--- config.mk ---
export PLATFORM = sky130hd
export DESIGN_NAME = ram_scan_reader
export DESIGN_NICKNAME = d
export VERILOG_FILES = /design/src/rtl/ram_scan_reader.sv
export SDC_FILE = /design/constraint.sdc
export NUM_CORES = 1
export LEC_CHECK = 0
export CAP_MARGIN = 40
export CORE_ASPECT_RATIO = 0.9
export CORE_MARGIN = 1
export CORE_UTILIZATION = 47
export CTS_BUF_LIST = sky130_fd_sc_hd__clkbuf_8 sky130_fd_sc_hd__clkbuf_16
export CTS_CLUSTER_SIZE = 30
export DETAILED_ROUTE_END_ITERATION = 10
export PLACE_DENSITY = 0.71
export SKIP_CTS_REPAIR_TIMING = 1
export SLEW_MARGIN = 20
export SYNTH_ARGS = -nofsm -noshare
export SYNTH_HDL_FRONTEND = slang
export SYNTH_SLANG_ARGS = --single-unit
--- constraint.sdc ---
create_clock -name CLOCK_50 -period 5 [get_ports CLOCK_50]
set_clock_uncertainty 0.05 [all_clocks]
set_input_delay 1 -clock CLOCK_50 [delete_from_list [all_inputs] [get_ports CLOCK_50]]
set_output_delay 1 -clock CLOCK_50 [all_outputs]
set_load 0.01 [all_outputs]
--- src/rtl/ram_scan_reader.sv ---
// ram_scan_reader: sweeps the RAM one read per step event, yielding the port to the writer,
// and latches each completed address/data pair for the display path.
module ram_scan_reader #(
    parameter int ADDR_W       = 5,
    parameter int DATA_W       = 8,
    parameter int READ_LATENCY = 1,
    parameter int STEP_CYCLES  = 25000000
) (
    input  logic              CLOCK_50,
    input  logic              RESET_N,
    input  logic              hold,
    input  logic              step,
    input  logic              wr_busy,
    output logic [ADDR_W-1:0] ram_addr,
    output logic              ram_rden,
    input  logic [DATA_W-1:0] ram_q,
    output logic [ADDR_W-1:0] disp_addr,
    output logic [DATA_W-1:0] disp_data,
    output logic              disp_valid,
    output logic              wrap
);
    localparam int PW = $clog2(STEP_CYCLES);
    localparam int LW = $clog2(READ_LATENCY + 1);
    localparam logic [PW-1:0] P_LAST = PW'(STEP_CYCLES - 1);
    localparam logic [LW-1:0] LAT = LW'(READ_LATENCY);
    typedef enum logic [1:0] {IDLE, ISSUE, WAIT} state_t;
    state_t            state_q, state_d;
    logic [PW-1:0]     presc_q, presc_d;
    logic [LW-1:0]     lat_q, lat_d;
    logic [ADDR_W-1:0] scan_addr_q, scan_addr_d, disp_addr_q, disp_addr_d;
    logic [DATA_W-1:0] disp_data_q, disp_data_d;
    logic              step_prev_q, step_prev_d, pending_q, pending_d;
    logic              disp_valid_q, disp_valid_d, wrap_q, wrap_d, ev;

    always_ff @(posedge CLOCK_50 or negedge RESET_N) begin
        if (!RESET_N) begin
            state_q      <= IDLE;
            presc_q      <= '0;
            lat_q        <= '0;
            scan_addr_q  <= '0;
            disp_addr_q  <= '0;
            disp_data_q  <= '0;
            step_prev_q  <= 1'b1;
            pending_q    <= 1'b0;
            disp_valid_q <= 1'b0;
            wrap_q       <= 1'b0;
        end else begin
            state_q      <= state_d;
            presc_q      <= presc_d;
            lat_q        <= lat_d;
            scan_addr_q  <= scan_addr_d;
            disp_addr_q  <= disp_addr_d;
            disp_data_q  <= disp_data_d;
            step_prev_q  <= step_prev_d;
            pending_q    <= pending_d;
            disp_valid_q <= disp_valid_d;
            wrap_q       <= wrap_d;
        end
    end

    always_comb begin
        ev           = hold ? (step & ~step_prev_q) : (presc_q == P_LAST);
        presc_d      = (hold || presc_q == P_LAST) ? '0 : presc_q + 1'b1;
        step_prev_d  = step;
        pending_d    = pending_q | (ev & (state_q != IDLE));
        state_d      = state_q;
        lat_d        = lat_q;
        scan_addr_d  = scan_addr_q;
        disp_addr_d  = disp_addr_q;
        disp_data_d  = disp_data_q;
        disp_valid_d = disp_valid_q;
        wrap_d       = 1'b0;
        ram_rden     = 1'b0;
        case (state_q)
            IDLE: begin
                if (ev || pending_q) begin
                    state_d   = ISSUE;
                    pending_d = 1'b0;
                end
            end
            ISSUE: begin
                // strobe qualified by this cycle's wr_busy so the port is never shared
                if (!wr_busy) begin
                    ram_rden = 1'b1;
                    lat_d    = LAT;
                    state_d  = WAIT;
                end
            end
            WAIT: begin
                if (wr_busy) begin
                    state_d = ISSUE;
                end else begin
                    lat_d = lat_q - 1'b1;
                    if (lat_q == LW'(1)) begin
                        disp_data_d  = ram_q;
                        disp_addr_d  = scan_addr_q;
                        disp_valid_d = 1'b1;
                        wrap_d       = &scan_addr_q;
                        scan_addr_d  = scan_addr_q + 1'b1;
                        state_d      = IDLE;
                    end
                end
            end
            default: state_d = IDLE;
        endcase
    end

    assign ram_addr   = scan_addr_q;
    assign disp_addr  = disp_addr_q;
    assign disp_data  = disp_data_q;
    assign disp_valid = disp_valid_q;
    assign wrap       = wrap_q;
endmodule

# Yosys cells after proc, flatten, opt, wreduce, memory -nomap -nowiden
# Index checks and enable logic that the tools add are counted.
[totals]
elab_cells = 51
output_inout_bits = 21
inputBits = 13
regBits = 50
[op_classes]
addsub = 3
n_bitwise = 5
mux = 17
eq_ne = 7
n_reduce_logical = 9
[op_table]
columns = ["op", "n"]
rows = [
  ["adder 25 x 1 -> 25 bit (second input constant)", 1],
  ["equality test 25 bit (second input constant)", 1],
  ["2-to-1 mux 25 bit", 1],
  ["2-to-1 mux 1 bit", 10],
  ["AND reduction 3 bit", 3],
  ["2-to-1 mux 2 bit", 4],
  ["!= test 2 bit (second input constant)", 3],
  ["one-hot mux 2 bit (3 select lines)", 1],
  ["adder 5 x 1 -> 5 bit (second input constant)", 1],
  ["AND reduction 5 bit", 1],
  ["nonzero test 2 bit", 2],
  ["!= test 3 bit (second input constant)", 1],
  ["bitwise AND 1 bit", 2],
  ["equality test 2 x 1 -> 1 bit (second input constant)", 1],
  ["equality test 2 bit (second input constant)", 1],
  ["zero test 2 bit", 1],
  ["logical OR 1 bit", 2],
  ["NOT 1 bit", 2],
  ["one-hot mux 1 bit (2 select lines)", 1],
  ["OR 1 bit", 1],
  ["subtractor 1 bit (second input constant)", 1],
]

# Longest topological paths before layout
[depth]
ltp_word = 7
depth_mapped = 6
ltp_nobuf = 5

# Worst setup path before layout
# OpenSTA, ideal clock, no wires.
[synth_timing]
path_type = "input to output"
start = "input port wr_busy"
end = "output port ram_rden"
path_stages = 1
t_arrival_ns = 1.169
required_time_ns = 3.950
n_path_buf = 0
path_slack_ns = 2.781
path_cell_list = "nor2_1"
[synth_via]
elab_chain_len = 2
[synth_rtl]
columns = ["item", "line", "text"]
rows = [
  ["from (decl)", "13", "input logic wr_busy,"],
  ["2-to-1 mux 1 bit", "83", "if (!wr_busy) begin"],
  ["2-to-1 mux 1 bit", "74", "case (state_q)"],
  ["to (decl)", "15", "output logic ram_rden,"],
]
# Every way passes these cells.

# Worst setup path in the final report
# Same ends and word-level chain as after synthesis.

==> impl_metrics.tcl <==
set metrics [dict create \
    cts_max_path_buffers 2 \
    setup_slack_ns 1.78 \
    p_int_w 0.000780 \
    cp_max_fo 5 \
    wl_per_cell_um 13.5 \
    io_buffer_count 33 \
    syn-num-nets 225 \
    placed_area_sq_um 2690 \
    finalNonFillerCells 307 \
    design_area_sq_um 2800 \
    htreeDepth 2 \
    routabilityCongestion 0.775 \
    area_growth_pct 21.1 \
    finalSetupTns_ns 0 \
    postRouteAntennaNets 0 \
    vias 1651 \
    syn_area_per_cell_sq_um 11.0 \
    grt_pass1_vias 1490 \
    ys.flop_type "dfrtp_1" \
    synth_top_area_cell "dfrtp_1" \
    hold_path_depth 1 \
    io-pin-count 34 \
    row_count 23 \
    syn_area_sq_um 2310 \
    p_comb_share_pct 26.5 \
    drt_pass1_iterations 4 \
    synth_cell_type_count 40 \
    ys_ff_latch 50 \
    fmax_ghz 0.311 \
    synth_warnings 0 \
    leakage_nw 1.14 \
    p_clk_share_pct 24.2 \
    clock_latency_ns 0.30 \
    irDropWorstVdd_mv 0.251 \
    fin_crit_sh_pct 64.3 \
    synth_top_area_share_pct 53.1 \
    finalHoldViolCount 0 \
    crit_type "primary input to output port" \
    cp_data_required_time_ns 3.95 \
    powerDensity_nw_per_um2 382 \
    design_power_total_w 0.00107 \
    rsz0062_at_grt "false" \
    cts_tree "yes" \
    wl_um 4150 \
    end_kind "output port" \
    postSynth.asyncResetShare_pct 100 \
    min_period_ns 3.22 \
    slew_violations 0 \
    dp_hpwl_um 2820 \
    max_slew.worst_pin.slew_ns 0.803 \
    synth-edff-count 0 \
    nFillCells 370 \
    p_seq_share_pct 49.3 \
    nets 260 \
    netlist_instances 209 \
    overflow 0 \
    switching_power_w 0.000289 \
    holdCritStartpoint "disp_valid$_DFFE_PN0P_" \
    layout-drive-gt1-share_pct 16.7 \
    die_area_sq_um 5190 \
    status "completed" \
    dp_slack_ns 1.77 \
    layout_common_cells "49 x dfrtp_1, 32 x clkdlybuf4s50_1, 19 x nor2_1, 15 x mux2_2" \
    slew_headroom_pct 46.5 \
    setup_violations 0 \
    reg2regPathDepth 5 \
    cap_violations 0 \
    dr.first_iter.drc_count 95 \
    grt_max_degree 51 \
    clock-sinks 50 \
    timing.rr.start "presc_q[0]$_DFF_PN0_" \
    switching_share_pct 27.0 \
    core-area_sq_um 4580 \
    start_util_pct 50.4 \
    grt.total_usage_pct 17.7 \
    cts.clk_slew.worst_paths_ns 0.09 \
    startpoint "wr_busy" \
    antenna_cells 0 \
    numCtsBuffers 5 \
    post-place-cells 299 \
    ys_seq_area_share_pct 54.3 \
    routed_via_density 5.38 \
    dieWidth_um 75.9 \
    cp_data_arrival_time_ns 2.17 \
    dieHeight_um 68.5 \
    grt_antenna_before_repair 0 \
    layout_commonest_cell "dfrtp_1" \
    cts_root_buf "clkbuf_8" \
    netlist_top_cells_area "dfrtp_1 53%, mux2_2 7.3%, xnor2_1 3.4%, nor2_1 3.1%, a21oi_1 2.6%" \
    drcViolationCount 0 \
    grt_pass1_wl_um 6800 \
    start_kind "primary input" \
    hold_path.class "flop to flop" \
]
[worst max-delay path, cell delays in order]
cell,delay [ns]
clkdlybuf4s50_1,0.48
nor2_1,0.14
clkdlybuf4s50_1,0.55
[cell usage after synthesis (all sizes together) (3+ instances only)]
master / number
a21oi: 14
clkbuf: 5
dfrtp: 49
ha: 3
inv: 6
mux2: 15
nand2: 12
nand2b: 3
nand3: 11
nor2: 19
nor3: 4
nor4: 4
o21ai: 6
o31ai: 7
or2: 3
or3: 6
or4: 11
xnor2: 9
xor2: 5
[flip-flops by register name, summed over array words and instances, names as in the netlist, 2 cells and up]
signal	flops
ram_addr	5
presc_q	25
state_q	2
disp_data	8
disp_addr	5
[stage by stage]
| step | utilization (%) | hold slack (ns) |
|---|---|---|
| after floorplan | - | 0.424 |
| after detailed placement | 58.8 | 0.418 |
| after CTS | 61.1 | 0.442 |
| final | 61.1 | 0.435 |
| after global routing | 61.1 | 0.458 |
| after global placement | 58.8 | 0.403 |
[per-layer routing]
metal / wire (um) / share of wire [%] / global-route usage, %
met5: 0 / 0 / 0
met4: 0 / 0 / 6.25
met3: 119 / 2.9 / 3.98
met2: 1950 / 47 / 26.8
met1: 2080 / 50 / 25.1
[final timing paths]
kind | end | slack (ns)
max | ram_rden | 1.78
min | disp_valid$_DFFE_PN0P_ | 0.43
max reg2reg | presc_q[4]$_DFF_PN0_ | 2.69
min reg2reg | disp_valid$_DFFE_PN0P_ | 0.43
max in group asynchronous | disp_data[4]$_DFFE_PN0P_ | 3.75
min in group asynchronous | presc_q[5]$_DFF_PN0_ | 0.74
[power groups by stage]
| stage | Clock (W) | Combinational [W] | Sequential, W |
|---|---|---|---|
| after floorplan | 0 | 0.000103 | 0.000557 |
| after global placement | 0 | 0.000284 | 0.000532 |
| after detailed placement | 0 | 0.000287 | 0.000535 |
| after CTS | 0.000268 | 0.000289 | 0.000527 |
| after global routing | 0.000279 | 0.000311 | 0.000540 |
| final | 0.000259 | 0.000283 | 0.000527 |
[cell families after synthesis]
| logic type | count (synthesis) | share of synthesized area, % |
|---|---|---|
| muxes | 16 | 7.75 |
| AOI/OAI and AO/OA | 31 | 8.41 |
| and+or+nand+nor | 82 | 20.1 |
| DFF | 50 | 54.3 |
| xor gates and xnor gates | 14 | 5.31 |
| adders and majority gates | 3 | 1.63 |
| buffers and inverters | 13 | 2.49 |
[layout make-up]
class	count	area, sq um	area share (%)
multi-input combinational	146	997	35.7
tap	62	77.6	2.78
clock inverter	1	8.76	0.313
inverter	6	22.5	0.806
clock buffer	7	96.3	3.45
sequential	50	1250	44.8
timing repair buffer	35	340	12.2
Note: power is estimated with default switching activity, not from simulation.
